--- config.mk ---
export PLATFORM = sky130hd
export DESIGN_NAME = multicycle_control_unit_flat
export DESIGN_NICKNAME = d
export VERILOG_FILES = /design/src/rtl/multicycle_control_unit_if.sv /design/src/rtl/multicycle_control_unit.sv /design/src/flat_wrapper.sv
export SDC_FILE = /design/constraint.sdc
export NUM_CORES = 1
export LEC_CHECK = 0
export CORE_ASPECT_RATIO = 0.7
export CORE_MARGIN = 1.5
export CORE_UTILIZATION = 53
export CTS_CLUSTER_DIAMETER = 30
export DETAILED_ROUTE_END_ITERATION = 10
export MAX_ROUTING_LAYER = met4
export PLACE_DENSITY = 0.84
export SLEW_MARGIN = 20
export SYNTH_ARGS = -nofsm -noshare
export SYNTH_HDL_FRONTEND = slang
export SYNTH_SLANG_ARGS = --single-unit
--- constraint.sdc ---
create_clock -name clk -period 3.4 [get_ports clk]
set_input_delay 0.68 -clock clk [delete_from_list [all_inputs] [get_ports clk]]
set_output_delay 0.68 -clock clk [all_outputs]
set_load 0.01 [all_outputs]
--- src/rtl/multicycle_control_unit_if.sv ---
`default_nettype none
// ============================================================================
// Module   : multicycle_control_unit_if
// Brief    : Datapath-facing bus of the multicycle MIPS control unit.
// Revision : 1.0 - initial release
// ============================================================================
interface multicycle_control_unit_if;
    logic [5:0] opcode;
    logic       zero;
    logic       mem_ready;
    logic       pc_write;
    logic       pc_write_cond;
    logic       i_or_d;
    logic       mem_read;
    logic       mem_write;
    logic       ir_write;
    logic       mem_to_reg;
    logic       reg_dst;
    logic       reg_write;
    logic       alu_src_a;
    logic [1:0] alu_src_b;
    logic [2:0] alu_op;
    logic [1:0] pc_source;

    modport master (
        input  opcode, zero, mem_ready,
        output pc_write, pc_write_cond, i_or_d, mem_read, mem_write, ir_write,
               mem_to_reg, reg_dst, reg_write, alu_src_a, alu_src_b, alu_op,
               pc_source
    );

    modport slave (
        output opcode, zero, mem_ready,
        input  pc_write, pc_write_cond, i_or_d, mem_read, mem_write, ir_write,
               mem_to_reg, reg_dst, reg_write, alu_src_a, alu_src_b, alu_op,
               pc_source
    );
endinterface
`default_nettype wire

--- src/rtl/multicycle_control_unit.sv ---
`default_nettype none
// ============================================================================
// Module   : multicycle_control_unit
// Brief    : Sequencing FSM for the shared-resource multicycle MIPS datapath.
// Revision : 1.0 - initial release
// ============================================================================
module multicycle_control_unit #(
    parameter int CNT_W   = 32,
    parameter int TIMEOUT = 16
) (
    input  wire logic                  clk,
    input  wire logic                  reset,
    multicycle_control_unit_if.master  bus,
    output logic [3:0]                 state,
    output logic                       illegal_op,
    output logic                       bus_error,
    output logic [CNT_W-1:0]           instr_count
);

    typedef enum logic [3:0] {
        S_FETCH  = 4'd0,
        S_DECODE = 4'd1,
        S_MEMADR = 4'd2,
        S_MEMRD  = 4'd3,
        S_MEMWB  = 4'd4,
        S_MEMWR  = 4'd5,
        S_EXEC   = 4'd6,
        S_ALUWB  = 4'd7,
        S_BRANCH = 4'd8,
        S_ADDIEX = 4'd9,
        S_ADDIWB = 4'd10,
        S_JUMP   = 4'd11
    } state_t;

    localparam logic [5:0] c_op_rtype = 6'b000000;
    localparam logic [5:0] c_op_lw    = 6'b100011;
    localparam logic [5:0] c_op_sw    = 6'b101011;
    localparam logic [5:0] c_op_beq   = 6'b000100;
    localparam logic [5:0] c_op_addi  = 6'b001000;
    localparam logic [5:0] c_op_j     = 6'b000010;

    localparam int              WAIT_W    = (TIMEOUT > 0) ? $clog2(TIMEOUT + 1) : 1;
    localparam logic [WAIT_W-1:0] c_timeout = WAIT_W'(TIMEOUT);

    state_t              r_state;
    state_t              w_next;
    logic [WAIT_W-1:0]   r_wait_cnt;
    logic [CNT_W-1:0]    r_count;

    logic       w_pc_write, w_pc_write_cond, w_i_or_d, w_mem_read, w_mem_write;
    logic       w_ir_write, w_mem_to_reg, w_reg_dst, w_reg_write, w_alu_src_a;
    logic [1:0] w_alu_src_b, w_pc_source;
    logic [2:0] w_alu_op;
    logic       w_mem_state, w_retire, w_illegal, w_timeout;

    // The zero qualification of pc_write_cond happens in the datapath.
    logic w_unused_zero;
    assign w_unused_zero = bus.zero;

    always_comb begin
        w_next          = r_state;
        w_pc_write      = 1'b0;
        w_pc_write_cond = 1'b0;
        w_i_or_d        = 1'b0;
        w_mem_read      = 1'b0;
        w_mem_write     = 1'b0;
        w_ir_write      = 1'b0;
        w_mem_to_reg    = 1'b0;
        w_reg_dst       = 1'b0;
        w_reg_write     = 1'b0;
        w_alu_src_a     = 1'b0;
        w_alu_src_b     = 2'b00;
        w_alu_op        = 3'b000;
        w_pc_source     = 2'b00;
        w_mem_state     = 1'b0;
        w_retire        = 1'b0;
        w_illegal       = 1'b0;
        w_timeout       = 1'b0;

        case (r_state)
            S_FETCH: begin
                w_mem_read  = 1'b1;
                w_alu_src_b = 2'b01;
                w_ir_write  = bus.mem_ready;
                w_pc_write  = bus.mem_ready;
                w_mem_state = 1'b1;
                if (bus.mem_ready) w_next = S_DECODE;
            end
            S_DECODE: begin
                w_alu_src_b = 2'b11;
                case (bus.opcode)
                    c_op_lw, c_op_sw: w_next = S_MEMADR;
                    c_op_rtype:       w_next = S_EXEC;
                    c_op_beq:         w_next = S_BRANCH;
                    c_op_addi:        w_next = S_ADDIEX;
                    c_op_j:           w_next = S_JUMP;
                    default: begin
                        w_illegal = 1'b1;
                        w_next    = S_FETCH;
                    end
                endcase
            end
            S_MEMADR: begin
                w_alu_src_a = 1'b1;
                w_alu_src_b = 2'b10;
                w_next      = (bus.opcode == c_op_sw) ? S_MEMWR : S_MEMRD;
            end
            S_MEMRD: begin
                w_mem_read  = 1'b1;
                w_i_or_d    = 1'b1;
                w_mem_state = 1'b1;
                if (bus.mem_ready) w_next = S_MEMWB;
            end
            S_MEMWB: begin
                w_mem_to_reg = 1'b1;
                w_reg_write  = 1'b1;
                w_retire     = 1'b1;
                w_next       = S_FETCH;
            end
            S_MEMWR: begin
                w_mem_write = 1'b1;
                w_i_or_d    = 1'b1;
                w_mem_state = 1'b1;
                if (bus.mem_ready) begin
                    w_retire = 1'b1;
                    w_next   = S_FETCH;
                end
            end
            S_EXEC: begin
                w_alu_src_a = 1'b1;
                w_alu_op    = 3'b010;
                w_next      = S_ALUWB;
            end
            S_ALUWB: begin
                w_reg_dst   = 1'b1;
                w_reg_write = 1'b1;
                w_retire    = 1'b1;
                w_next      = S_FETCH;
            end
            S_BRANCH: begin
                w_alu_src_a     = 1'b1;
                w_alu_op        = 3'b001;
                w_pc_source     = 2'b01;
                w_pc_write_cond = 1'b1;
                w_retire        = 1'b1;
                w_next          = S_FETCH;
            end
            S_ADDIEX: begin
                w_alu_src_a = 1'b1;
                w_alu_src_b = 2'b10;
                w_next      = S_ADDIWB;
            end
            S_ADDIWB: begin
                w_reg_write = 1'b1;
                w_retire    = 1'b1;
                w_next      = S_FETCH;
            end
            S_JUMP: begin
                w_pc_source = 2'b10;
                w_pc_write  = 1'b1;
                w_retire    = 1'b1;
                w_next      = S_FETCH;
            end
            default: w_next = S_FETCH;
        endcase

        // A ready arriving in the limit cycle wins over the timeout.
        if ((TIMEOUT > 0) && w_mem_state && !bus.mem_ready && (r_wait_cnt == c_timeout)) begin
            w_timeout = 1'b1;
            w_next    = S_FETCH;
        end
    end

    always_ff @(posedge clk) begin
        if (reset) begin
            r_state    <= S_FETCH;
            r_wait_cnt <= '0;
            r_count    <= '0;
        end else begin
            r_state <= w_next;
            if (w_timeout || (w_next != r_state))
                r_wait_cnt <= '0;
            else if (w_mem_state && !bus.mem_ready)
                r_wait_cnt <= r_wait_cnt + WAIT_W'(1);
            if (w_retire)
                r_count <= r_count + CNT_W'(1);
        end
    end

    assign bus.pc_write      = w_pc_write & ~reset;
    assign bus.pc_write_cond = w_pc_write_cond & ~reset;
    assign bus.ir_write      = w_ir_write & ~reset;
    assign bus.reg_write     = w_reg_write & ~reset;
    assign bus.mem_write     = w_mem_write & ~reset;
    assign bus.i_or_d        = w_i_or_d;
    assign bus.mem_read      = w_mem_read;
    assign bus.mem_to_reg    = w_mem_to_reg;
    assign bus.reg_dst       = w_reg_dst;
    assign bus.alu_src_a     = w_alu_src_a;
    assign bus.alu_src_b     = w_alu_src_b;
    assign bus.alu_op        = w_alu_op;
    assign bus.pc_source     = w_pc_source;

    assign state       = r_state;
    assign illegal_op  = w_illegal & ~reset;
    assign bus_error   = w_timeout & ~reset;
    assign instr_count = r_count;

endmodule
`default_nettype wire

--- src/flat_wrapper.sv ---
// flat-port wrapper written by rule: the top's interface ports become plain ports
module multicycle_control_unit_flat 
#(
    parameter int CNT_W   = 32,
    parameter int TIMEOUT = 16
)
  (clk, reset, state, illegal_op, bus_error, instr_count, bus_opcode, bus_zero, bus_mem_ready, bus_pc_write, bus_pc_write_cond, bus_i_or_d, bus_mem_read, bus_mem_write, bus_ir_write, bus_mem_to_reg, bus_reg_dst, bus_reg_write, bus_alu_src_a, bus_alu_src_b, bus_alu_op, bus_pc_source);
  multicycle_control_unit_if bus_i ();
  input  wire logic clk;
  input  wire logic reset;
  output logic [3:0] state;
  output logic illegal_op;
  output logic bus_error;
  output logic [CNT_W-1:0] instr_count;
  input wire logic [$bits(bus_i.opcode)-1:0] bus_opcode;
  input wire logic [$bits(bus_i.zero)-1:0] bus_zero;
  input wire logic [$bits(bus_i.mem_ready)-1:0] bus_mem_ready;
  output wire logic [$bits(bus_i.pc_write)-1:0] bus_pc_write;
  output wire logic [$bits(bus_i.pc_write_cond)-1:0] bus_pc_write_cond;
  output wire logic [$bits(bus_i.i_or_d)-1:0] bus_i_or_d;
  output wire logic [$bits(bus_i.mem_read)-1:0] bus_mem_read;
  output wire logic [$bits(bus_i.mem_write)-1:0] bus_mem_write;
  output wire logic [$bits(bus_i.ir_write)-1:0] bus_ir_write;
  output wire logic [$bits(bus_i.mem_to_reg)-1:0] bus_mem_to_reg;
  output wire logic [$bits(bus_i.reg_dst)-1:0] bus_reg_dst;
  output wire logic [$bits(bus_i.reg_write)-1:0] bus_reg_write;
  output wire logic [$bits(bus_i.alu_src_a)-1:0] bus_alu_src_a;
  output wire logic [$bits(bus_i.alu_src_b)-1:0] bus_alu_src_b;
  output wire logic [$bits(bus_i.alu_op)-1:0] bus_alu_op;
  output wire logic [$bits(bus_i.pc_source)-1:0] bus_pc_source;
  assign bus_i.opcode = bus_opcode;
  assign bus_i.zero = bus_zero;
  assign bus_i.mem_ready = bus_mem_ready;
  assign bus_pc_write = bus_i.pc_write;
  assign bus_pc_write_cond = bus_i.pc_write_cond;
  assign bus_i_or_d = bus_i.i_or_d;
  assign bus_mem_read = bus_i.mem_read;
  assign bus_mem_write = bus_i.mem_write;
  assign bus_ir_write = bus_i.ir_write;
  assign bus_mem_to_reg = bus_i.mem_to_reg;
  assign bus_reg_dst = bus_i.reg_dst;
  assign bus_reg_write = bus_i.reg_write;
  assign bus_alu_src_a = bus_i.alu_src_a;
  assign bus_alu_src_b = bus_i.alu_src_b;
  assign bus_alu_op = bus_i.alu_op;
  assign bus_pc_source = bus_i.pc_source;
  multicycle_control_unit #(.CNT_W(CNT_W), .TIMEOUT(TIMEOUT)) u_core (.clk(clk), .reset(reset), .bus(bus_i), .state(state), .illegal_op(illegal_op), .bus_error(bus_error), .instr_count(instr_count));
endmodule
==> results.md, run 1 <==
- The total global routing track utilization is 0.2661.
- Setup repair after global routing left no endpoint under its margin.
- The last weighted congestion value of the routability-driven placer is slightly below 0.9.
- The mean cell area of the mapped netlist is 8.020 sq um.
- The worst setup path is of the in2out kind.
- Headroom to the max-slew limit came out at 0.5892.
- The multi-input logic area is 1546 sq um.
- The remaining antenna violation count is 0.
- The clock passes through at most 2 buffers.
- The register cell area after layout is 820.8 sq um.
- The initial utilization of the core area, before any placement, comes to 0.5613.
- Final hold analysis gives a worst-case slack of between 0.5 and 0.6 ns.
- The hold buffer count at cts is 0.
- The number of enable-type register cells in the synthesized netlist is 0.
- At the later pin of the worst-skew pair, clock insertion delay measures 0.28 ns.
- The ratio of total power to cell area is 275.4 nW/um^2.
- The launching element type of the critical path is an input port.
- The worst path required time is 2.72 ns.
- The peak fanout along the critical path is 7.
- The final layout net count is 380.
- The cell count after synthesis came out at a little over 300.
- The endpoint kind of the worst setup timing path is a primary output.
- After detailed routing, the number of vias per cell comes to 6.265.
- The number of buffers added for setup after CTS is 0.
- The number of filler cells placed in the layout is 339.
- The die boundary width is 84.86 microns.
- The top cell types in the final layout, fill and taps aside, are 62 x sky130_fd_sc_hd__clkdlybuf4s50_1, 41 x sky130_fd_sc_hd__dfxtp_1, 26 x sky130_fd_sc_hd__a21oi_1.
- The number of iterations in the first detailed-routing pass is 8.
- The timing-limited maximum frequency is about 320 MHz.
- The total count of hold-check failures in the final report was 0.
- Gates resized during post-CTS repair numbered 0.
- Across all register-to-register paths, the minimum setup slack is 0.81 ns.
- After synthesis the netlist holds a flip-flop and latch count of 41.
- The hold path depth is 2.
- The via count of the first global-routing pass is 2211.
- The smallest clock period supported by the final layout is computed as around 3.2 ns.
- The minimum setup slack in the final design is 0.2284 ns.
- The number of antenna violations at the first check in global routing was 0.
- The row count is 20.
- The half-perimeter wire length after placement is 4796 microns.
- After detailed routing, the average wire length per cell comes to 15.54 microns.
- The number of unique standard cell types used by synthesis is 55.
- The TritonCTS sink count is between 40 and 50.
- Yosys printed 0 warnings.
- The CTS root buffer is sky130_fd_sc_hd__clkbuf_8.
- For this block, the initial DRC count from the detailed router was around 270.
- In this run the static leakage power is 1.043 nW.
- The share of synthesized registers carrying an async set or reset is 0.
- Setup violations remaining at the end of the flow were counted as 0.
- The floorplan step set the die height to 60.30 microns.
- The worst voltage drop across the vdd grid is 0.0002124 V.
- The count of H-tree levels built during CTS is 2.
- The transition at the pin with the smallest max-transition slack is around 0.61 ns.
- After routing, the total negative slack on setup checks comes to 0 ns.
- The arrival time reported for the critical path endpoint is 2.49 ns.
- The part of the cycle the worst path needs is 0.9328.
- The clock input transition at the sequential cells of the worst setup and hold paths is 0.07 ns.
- The layout overhead on the synthesized area is 30.05%.
- The number of buffers created by CTS is 5.
- The routed layout has 2644 vias.
- The total area inside the core boundary comes to roughly 4400 sq um.
- The max-capacitance violation count is 0.
- The number of buffer cells added on primary ports is 62.
- The min-delay analysis places its worst path in the category reg2reg.
- The flip-flop cell with the highest count after synthesis is sky130_fd_sc_hd__dfxtp_1.
- Leaving out fill and tap cells, the most frequent cell in the layout is sky130_fd_sc_hd__clkdlybuf4s50_1.
- The worst register-to-register path has a depth of 6.
- In the final layout, the share of cells above drive strength 1 is 0.08174.
- The final wirelength is 6558 microns.
- Clock skew on the completed layout was measured at 0.007023 ns.
- The synthesized net count is 323.
- The cell area after synthesis is around 2500 sq um.
- The flow ran to the end, but the final reports show violations.
- After detailed routing, the number of remaining DRC violations is 5.
- The share of the Yosys chip area taken by registers is 0.3301.
- The TritonCTS clock tree is built.
- The number of placed I/O pins is 65.
- Prior to clock tree synthesis, the placed netlist has a worst setup slack of roughly 0.27 ns.
- The max-slew violation count came to 0.
- The checks that failed: DRC.
- The die footprint is 5117 sq um.
- 0 antenna diodes ended up in the layout.
- The first global-routing pass estimated 10450 microns of wire.
- The final global-route overflow total is 0.
- Entering global routing, the biggest net connects 29 pins.
-- sequential cells by signal, summed over array words and instances (netlist names) --
name and cells:
u_core.instr_count 32, u_core.r_wait_cnt 5, u_core.state 4
-- cell usage after synthesis (5+ instances only) --
master                     count  share of area
sky130_fd_sc_hd__a21oi_1      26          0.052
sky130_fd_sc_hd__and3_1        7          0.018
sky130_fd_sc_hd__buf_2         5          0.010
sky130_fd_sc_hd__clkbuf_1     12          0.018
sky130_fd_sc_hd__dfxtp_1      41           0.33
sky130_fd_sc_hd__inv_1         7          0.011
sky130_fd_sc_hd__nand2_1      21          0.032
sky130_fd_sc_hd__nand2b_1      6          0.015
sky130_fd_sc_hd__nand3_1      13          0.026
sky130_fd_sc_hd__nand4_1      14          0.035
sky130_fd_sc_hd__nor2_1       21          0.032
sky130_fd_sc_hd__nor2b_1       5          0.013
sky130_fd_sc_hd__nor3_1        8          0.016
sky130_fd_sc_hd__nor4_1        8          0.020
sky130_fd_sc_hd__o21ai_1      10          0.020
sky130_fd_sc_hd__o311ai_1      5          0.018
sky130_fd_sc_hd__o31ai_1      12          0.036
sky130_fd_sc_hd__o41ai_1       5          0.018
sky130_fd_sc_hd__or2_2         7          0.018
sky130_fd_sc_hd__or3_1        10          0.025
sky130_fd_sc_hd__or4_1        11          0.033
sky130_fd_sc_hd__xor2_1       10          0.035
-- report_power, final --
group | switching [mW] | internal, mW
sequential | 0.00250 | 0.482
clock | 0.152 | 0.161
combinational | 0.0513 | 0.0412
-- path summary, 6_finish.rpt --
path | start | endpoint
worst max-delay path | bus_opcode[3] | illegal_op
worst min-delay path | u_core.instr_count[31]$_SDFFE_PP0P_ | u_core.instr_count[31]$_SDFFE_PP0P_
worst max register to register | u_core.state[1]$_SDFF_PP0_ | u_core.instr_count[28]$_SDFFE_PP0P_
worst min register to register | u_core.instr_count[31]$_SDFFE_PP0P_ | u_core.instr_count[31]$_SDFFE_PP0P_
-- worst max-delay path, cell delays in order --
cell	delay, ns
sky130_fd_sc_hd__clkdlybuf4s50_1	0.54
sky130_fd_sc_hd__xor2_1	0.19
sky130_fd_sc_hd__o211ai_1	0.32
sky130_fd_sc_hd__and3_1	0.22
sky130_fd_sc_hd__clkdlybuf4s50_1	0.53
-- kinds of logic after synthesis --
family	count (synthesis)	share of synthesized area
buffers and inverters	28	0.04781
AOI/OAI and AO/OA	79	0.2230
xor gates and xnor gates	14	0.04932
other	1	0.001508
adders and majority gates	3	0.01510
muxes	1	0.004026
DFF	41	0.3301
and+or+nand+nor	143	0.3291
-- stage by stage --
stage / instance area [sq um] / cells / power [mW] / util
floorplan: 2486 / 310 / 0.5479 / -
global placement: 3147 / 415 / 0.5838 / 0.7105
detailed placement: 3147 / 415 / 0.5864 / 0.7105
CTS: 3233 / 422 / 0.8938 / 0.7299
global route: 3233 / 422 / 0.9236 / 0.7299
finish: 3233 / 422 / 0.8903 / 0.7299
-- area by class of cell --
type                       count  area share
tap                           55     0.02128
sequential                    41      0.2539
inverter                       8    0.009288
clock buffer                   7     0.02670
timing repair buffer          70      0.2105
multi-input combinational    241      0.4783
-- layer usage --
metal	GRT usage	up-vias	part of all wire
met5	-	-	0
met4	0.06323	0	0.0058
met3	0.06768	5	0.086
met2	0.3794	125	0.42
met1	0.3762	1222	0.49
li1	-	1292	-
No activity file was read; power rests on OpenSTA's default activity.
==> inputs of run 2 (changes only) <==
--- a/config.mk
+++ b/config.mk
@@ -10,7 +10,7 @@
 export CORE_UTILIZATION = 53
 export CTS_CLUSTER_DIAMETER = 30
 export DETAILED_ROUTE_END_ITERATION = 10
-export MAX_ROUTING_LAYER = met4
+export HOLD_SLACK_MARGIN = 0.03
 export PLACE_DENSITY = 0.84
 export SLEW_MARGIN = 20
 export SYNTH_ARGS = -nofsm -noshare
==> results.md, run 2 (synthesized netlist as in run 1, its figures left out) <==
- The flow ran to the end, but the final reports show violations.
- The final reports fail on DRC.
- In the final design database the tool counted 380 nets.
- The CTS root buffer is sky130_fd_sc_hd__clkbuf_8.
- The TritonCTS sink count is 41.
- Setup violations remaining at the end of the flow were counted as 0.
- In the layout the commonest cells are 62 x sky130_fd_sc_hd__clkdlybuf4s50_1, 41 x sky130_fd_sc_hd__dfxtp_1, 26 x sky130_fd_sc_hd__a21oi_1.
- The number of antenna violations at the first check in global routing is 0.
- The vias per cell is approximately 6.2.
- The final standard cell utilization of the core is 0.7299.
- The start-to-end type of the worst setup path is in2out.
- The core region is roughly 4400 sq um.
- In this run the number of H-tree levels came out at 2.
- Across every metal layer, demand over resource in global routing totals 0.2573.
- The total via count in the routed design is 2636.
- 0 antenna diodes ended up in the layout.
- The arrival time reported for the critical path endpoint is 2.49 ns.
- The register with the most flip-flops in the layout has 32 of them.
- The clock latency on the worst-skew pair is 0.28 ns.
- The die boundary width is approximately 85 microns.
- The floorplan has 20 rows.
- Hold timing on the final database bottoms out at a slack of 0.5065 ns.
- The layout has 339 filler cells.
- After layout, the minimum clock period comes to 3.170 ns.
- The number of design-rule violations left by the first detailed-router iteration is 266.
- After clock tree synthesis, the setup repair step added 0 buffers.
- The worst setup path is captured at a primary output.
- The clock tree buffer depth is 2.
- The post-layout instance area is 3233 sq um.
- The clock input transition at the sequential cells of the worst setup and hold paths is 0.07 ns.
- The number of buffer cells added on primary ports is 62.
- Summed over all nets, the half-perimeter wirelength after detailed placement is 4796 microns.
- The maximum number of pins on one net before global-route repair is 29.
- The part of the cycle the worst path needs is 0.9323.
- The layout overhead on the synthesized area is 30.05%.
- Excluding fillers, the count of instances in the completed layout stands at 422.
- The number of buffers created by CTS is 5.
- The wire length of the first global-routing pass is between 10000 and 15000 microns.
- The minimum setup slack in the final design is between 0.2 and 0.25 ns.
- Routability-driven placement finished with a final weighted congestion of 0.8752.
- The die extent in y is 60.30 microns.
- The total count of hold-check failures in the final report was 0.
- Prior to clock tree synthesis, the placed netlist has a worst setup slack of about 0.27 ns.
- Adding up every negative setup slack in the final design gives 0 ns.
- Along the worst path, the maximum fanout reaches 7.
- The remaining antenna violation count is 0.
- The cell area after placement is approximately 3100 sq um.
- The max-slew violation count came to 0.
- The total power of the final layout is 0.8916 mW.
- In the final routed layout, each cell accounts on average for 15.71 microns.
- For this run, design rule violations remaining after detail routing come to 5.
- After clock tree synthesis, the flow added hold-fix buffers numbering 0.
- Once the clock tree was built, the resizer swapped 0 gates to a different size.
- The final wirelength is 6629 microns.
- The worst path required time is 2.72 ns.
- In this run the static leakage power is 1.043 nW.
- In the final layout, the share of cells above drive strength 1 is 0.08174.
- The first detailed-routing pass ran for 8 iterations.
- The starting utilization of the core area is 0.5613.
- The transition at the pin with the smallest max-transition slack is 0.6188 ns.
- IR analysis of the VDD net gives a maximum drop of 0.0002130 V.
- Across the routed clock network, the largest skew measured is 0.007364 ns.
- The via count of the first global-routing pass came to approximately 2200.
- The library cell used most frequently in the layout, excluding fill and tap cells, is sky130_fd_sc_hd__clkdlybuf4s50_1.
- For this design the ratio of total power to cell area is 275.8 nW/um^2.
- The final global-route overflow total is 0.
- Setup repair after global routing left no endpoint under its margin.
- Headroom to the max-slew limit came out at 0.5860.
- In this run, placement finished with an instance count of 415.
- TritonCTS built the clock tree.
- The worst hold path belongs to the class reg2reg.
- Derived from the worst setup path, the maximum achievable clock frequency is 315.5 MHz.
- The launching element type of the critical path is an input port.
- The floorplan step defined a die boundary enclosing ~5100 sq um.
- The number of placed I/O pins is 65.
- The max-capacitance violation count is 0.
-- run 2: cell counts in the layout (fill, tap and decap cells not counted) --
Identical to the previous run, type by type.
-- run 2: worst paths after layout --
| check | cells after the start | slack (ns) | from | end |
|---|---|---|---|---|
| hold / removal | 2 | 0.51 | u_core.instr_count[31]$_SDFFE_PP0P_ | u_core.instr_count[31]$_SDFFE_PP0P_ |
| setup / recovery | 5 | 0.23 | bus_opcode[3] | illegal_op |
| setup reg to reg | 6 | 0.82 | u_core.state[1]$_SDFF_PP0_ | u_core.instr_count[29]$_SDFFE_PP0P_ |
| hold reg to reg | 2 | 0.51 | u_core.instr_count[31]$_SDFFE_PP0P_ | u_core.instr_count[31]$_SDFFE_PP0P_ |
-- run 2: routing by layer --
metal | vias to the layer above | global-route usage | wire (microns)
met4 | 0 | 0.06323 | 37
met1 | 1213 | 0.3736 | 3246
met2 | 133 | 0.3794 | 2748
met3 | 5 | 0.07182 | 597
met5 | - | 0 | 0
li1 | 1285 | - | -
-- run 2: report_power, final --
group / leakage, nW / internal (mW) / switching (mW) / total [mW]
Clock: 0.0443 / 0.161 / 0.153 / 0.314
Combinational: 0.668 / 0.0412 / 0.0515 / 0.0927
Sequential: 0.330 / 0.482 / 0.00250 / 0.485
-- run 2: cell type report --
cell class	instances	area [sq um]	share of cell area
inverters	8	30.03	0.009288
well taps	55	68.82	0.02128
repair buffers	70	680.7	0.2105
flip-flops and latches	41	820.8	0.2539
clock buffers	7	86.33	0.02670
multi-input cells	241	1546	0.4783
-- run 2: worst max-delay path, stage by stage --
cell and delay, ns:
sky130_fd_sc_hd__clkdlybuf4s50_1 0.54, sky130_fd_sc_hd__xor2_1 0.19, sky130_fd_sc_hd__o211ai_1 0.32, sky130_fd_sc_hd__and3_1 0.22, sky130_fd_sc_hd__clkdlybuf4s50_1 0.53
==> inputs of run 3 (changes only) <==
--- a/config.mk
+++ b/config.mk
@@ -11,7 +11,7 @@
 export CTS_CLUSTER_DIAMETER = 30
 export DETAILED_ROUTE_END_ITERATION = 10
 export HOLD_SLACK_MARGIN = 0.03
-export PLACE_DENSITY = 0.84
+export PLACE_DENSITY = 0.86
 export SLEW_MARGIN = 20
 export SYNTH_ARGS = -nofsm -noshare
 export SYNTH_HDL_FRONTEND = slang
==> results.md, run 3 (synthesized netlist as in run 1, its figures left out) <==
- The run finished, with violations left.
- The checks that failed: DRC.
- The worst flop-to-flop path endpoint is u_core.instr_count[16]$_SDFFE_PP0P_.
- Pin placement for this block handled 65 I/O pins.
- For flop-to-flop paths, the worst setup slack is roughly 0.78 ns.
- The buffering stage count on the worst path with inverters included is 2.
- The final period demand of the worst path is ~3.1 ns.
- The worst setup path is of the in2out kind.
- The floorplan step defined a die boundary enclosing 5117 sq um.
- The die boundary width is roughly 85 microns.
- The die extent in y is roughly 60 microns.
- The worst setup path is launched from an input port.
- The wire-length estimate of the detail-placed layout is between 4000 and 5000 microns.
- The first global-routing pass estimated 10340 microns of wire.
- The critical path goes through clkdlybuf4s50_1 -> xor2_1 -> o211ai_1 -> and3_1 -> clkdlybuf4s50_1.
- For this block, the initial DRC count from the detailed router was 184.
- For the worst setup path, the data required time is between 2 and 3 ns.
- The mean routed wirelength per cell is between 15 and 20 microns.
- The kind of cell with the highest combined delay along the critical path is buffers and inverters.
- The endpoint kind of the worst setup timing path is a primary output.
- The worst hold path belongs to the class reg2reg.
- TritonCTS built the clock tree.
- The total count of hold-check failures in the final report was 0.
- The clock latency on the worst-skew pair is roughly 0.29 ns.
- The placement-stage worst setup slack is 0.2835 ns.
- The count of H-tree levels built during CTS is 2.
- The cell sitting at the root of the clock tree is a sky130_fd_sc_hd__clkbuf_8.
- The capture endpoint of the worst hold path is u_core.instr_count[13]$_SDFFE_PP0P_.
- The starting utilization of the core area is 0.5613.
- For this run, the slowest stage of the critical path takes ~0.54 ns.
- The hold buffer count at cts is 0.
- Counting along the longest clock path gives a buffer depth of 2.
- The commonest non-fill, non-tap cell in the layout is sky130_fd_sc_hd__clkdlybuf4s50_1.
- Routability-driven placement finished with a final weighted congestion of 0.9315.
- The via count of the first global-routing pass is 2176.
- The number of flip-flops under the largest register name is 32.
- At the pin with the least slew margin, the transition time is 0.5729 ns.
- Relative to the synthesized area, the layout overhead comes to 30.45%.
- In the final design database the tool counted 379 nets.
- Clock-pin slew was measured on the worst setup and hold paths at ~0.08 ns.
- The max-slew violation count came to 0.
- The number of buffer cells added on primary ports is slightly above 60.
- The arrival time reported for the critical path endpoint is 2.45 ns.
- Across all hold checks on the routed design, the worst slack comes to around 0.49 ns.
- The ratio of total power to cell area is 291.8 nW/um^2.
- The analysis attributes to cell leakage a power of around 1.0 nW.
- The vias per cell is around 6.3.
- The total inserted antenna cells is 0.
- The worst hold path was traced through 2 stages.
- In the final layout, the share of cells above drive strength 1 is 0.08197.
- Clock tree synthesis inserted a total of 5 buffers.
- The remaining antenna violation count is 0.
- The total global routing track utilization is 0.2550.
- Setup violations remaining at the end of the flow were counted as 0.
- The final wirelength is approximately 6500 microns.
- The number of buffers added for setup after CTS is 0.
- The peak fanout along the critical path is 7.
- The timing-limited maximum frequency is 319.2 MHz.
- The number of antenna violations at the first check in global routing came to 0.
- After routing, the total negative slack on setup checks comes to 0 ns.
- The normalized max-slew margin is 0.6175.
- The pre-antenna-repair detailed-routing pass consisted of 9 iterations.
- By instance count, the cell type seen most on the critical path is sky130_fd_sc_hd__clkdlybuf4s50_1.
- The minimum setup slack in the final design is between 0.2 and 0.3 ns.
- VDD sags by at most 0.0001883 V.
- For this run, design rule violations remaining after detail routing come to 4.
- The final route contains 2649 vias.
- The floorplan has 20 rows.
- Summing internal, switching and leakage power gives 0.9465 mW.
- In this run the critical register-to-register path is launched from u_core.state[1]$_SDFF_PP0_.
- Across the routed clock network, the largest skew measured is 0.007123 ns.
- In the finished design, the share of the clock period the worst path needs comes to 0.9214.
- Setup repair after global routing left no endpoint under its margin.
- The standard cell core area is 4429 sq um.
- The max-capacitance violation count is 0.
- The cell depth of the worst flop-to-flop path is 6.
- Global routing finished with a remaining overflow of 0.
- Entering global routing, the biggest net connects 29 pins.
- For this design, the sink count on the clock tree is 41.
- The top cell types in the final layout, fill and taps aside, are 62 x sky130_fd_sc_hd__clkdlybuf4s50_1, 41 x sky130_fd_sc_hd__dfxtp_1, 26 x sky130_fd_sc_hd__a21oi_1.
- The standard cell with the maximum stage delay on the critical path is sky130_fd_sc_hd__clkdlybuf4s50_1.
- In this run the most critical hold path is launched from u_core.instr_count[13]$_SDFFE_PP0P_.
- The count of cells resized by post-cts repair is 0.
[run 3: changes by cell type in the layout (fill, tap and decap cells not counted)]
| cell | previous run | this run |
|---|---|---|
| sky130_fd_sc_hd__bufinv_16 | 0 | 1 |
| sky130_fd_sc_hd__clkinv_2 | 0 | 1 |
| sky130_fd_sc_hd__buf_4 | 8 | 7 |
| sky130_fd_sc_hd__clkbuf_8 | 6 | 5 |
| sky130_fd_sc_hd__clkbuf_1 | 1 | 0 |
[run 3: worst reg2reg max path, stage by stage (launching register included)]
cell and delay [ns]:
sky130_fd_sc_hd__dfxtp_1 0.50, sky130_fd_sc_hd__buf_4 0.27, sky130_fd_sc_hd__and2b_1 0.29, sky130_fd_sc_hd__a21oi_4 0.33, sky130_fd_sc_hd__nand4_4 0.38, sky130_fd_sc_hd__or4_1 0.63
sky130_fd_sc_hd__a21oi_1 0.15
[run 3: cell type report]
type                            count  area (sq um)
Clock buffer                        5         68.82
Clock inverter                      2         35.03
Fill cell                         360          1186
Inverter                            8         30.03
Multi-Input combinational cell    241          1546
Sequential cell                    41         820.8
Tap cell                           55         68.82
Timing Repair Buffer               69         673.1
[run 3: how the worst max path moves through the flow]
stage / start / endpoint / slack, ns / cells past startpoint
after floorplan: bus_mem_ready / bus_error / 1.10 / 4
after global placement: reset / bus_pc_write / 0.28 / 5
after detailed placement: reset / bus_pc_write / 0.28 / 5
after CTS: reset / bus_pc_write / 0.28 / 5
after global routing: u_core.state[1]$_SDFF_PP0_ / bus_error / 0.15 / 5
final: bus_opcode[3] / illegal_op / 0.27 / 5
[run 3: per-stage QoR]
step                std cells    util  instance area, sq um
CTS                       421  0.7322                  3243
floorplan                 310       -                  2486
detailed placement        414  0.7088                  3139
global placement          414  0.7088                  3139
global route              421  0.7322                  3243
finish                    421  0.7322                  3243
[run 3: where the power goes]
part           switching, mW  total (mW)  internal, mW
Clock                  0.158       0.372         0.213
Sequential           0.00272       0.485         0.482
Combinational         0.0491      0.0899        0.0408
[run 3: metal layers]
layer	global-route usage	routed length (microns)	up-vias
met5	0	0	-
met4	0.06792	59	0
met3	0.05249	507	7
met2	0.3943	2800	120
met1	0.3664	3133	1231
li1	-	-	1291
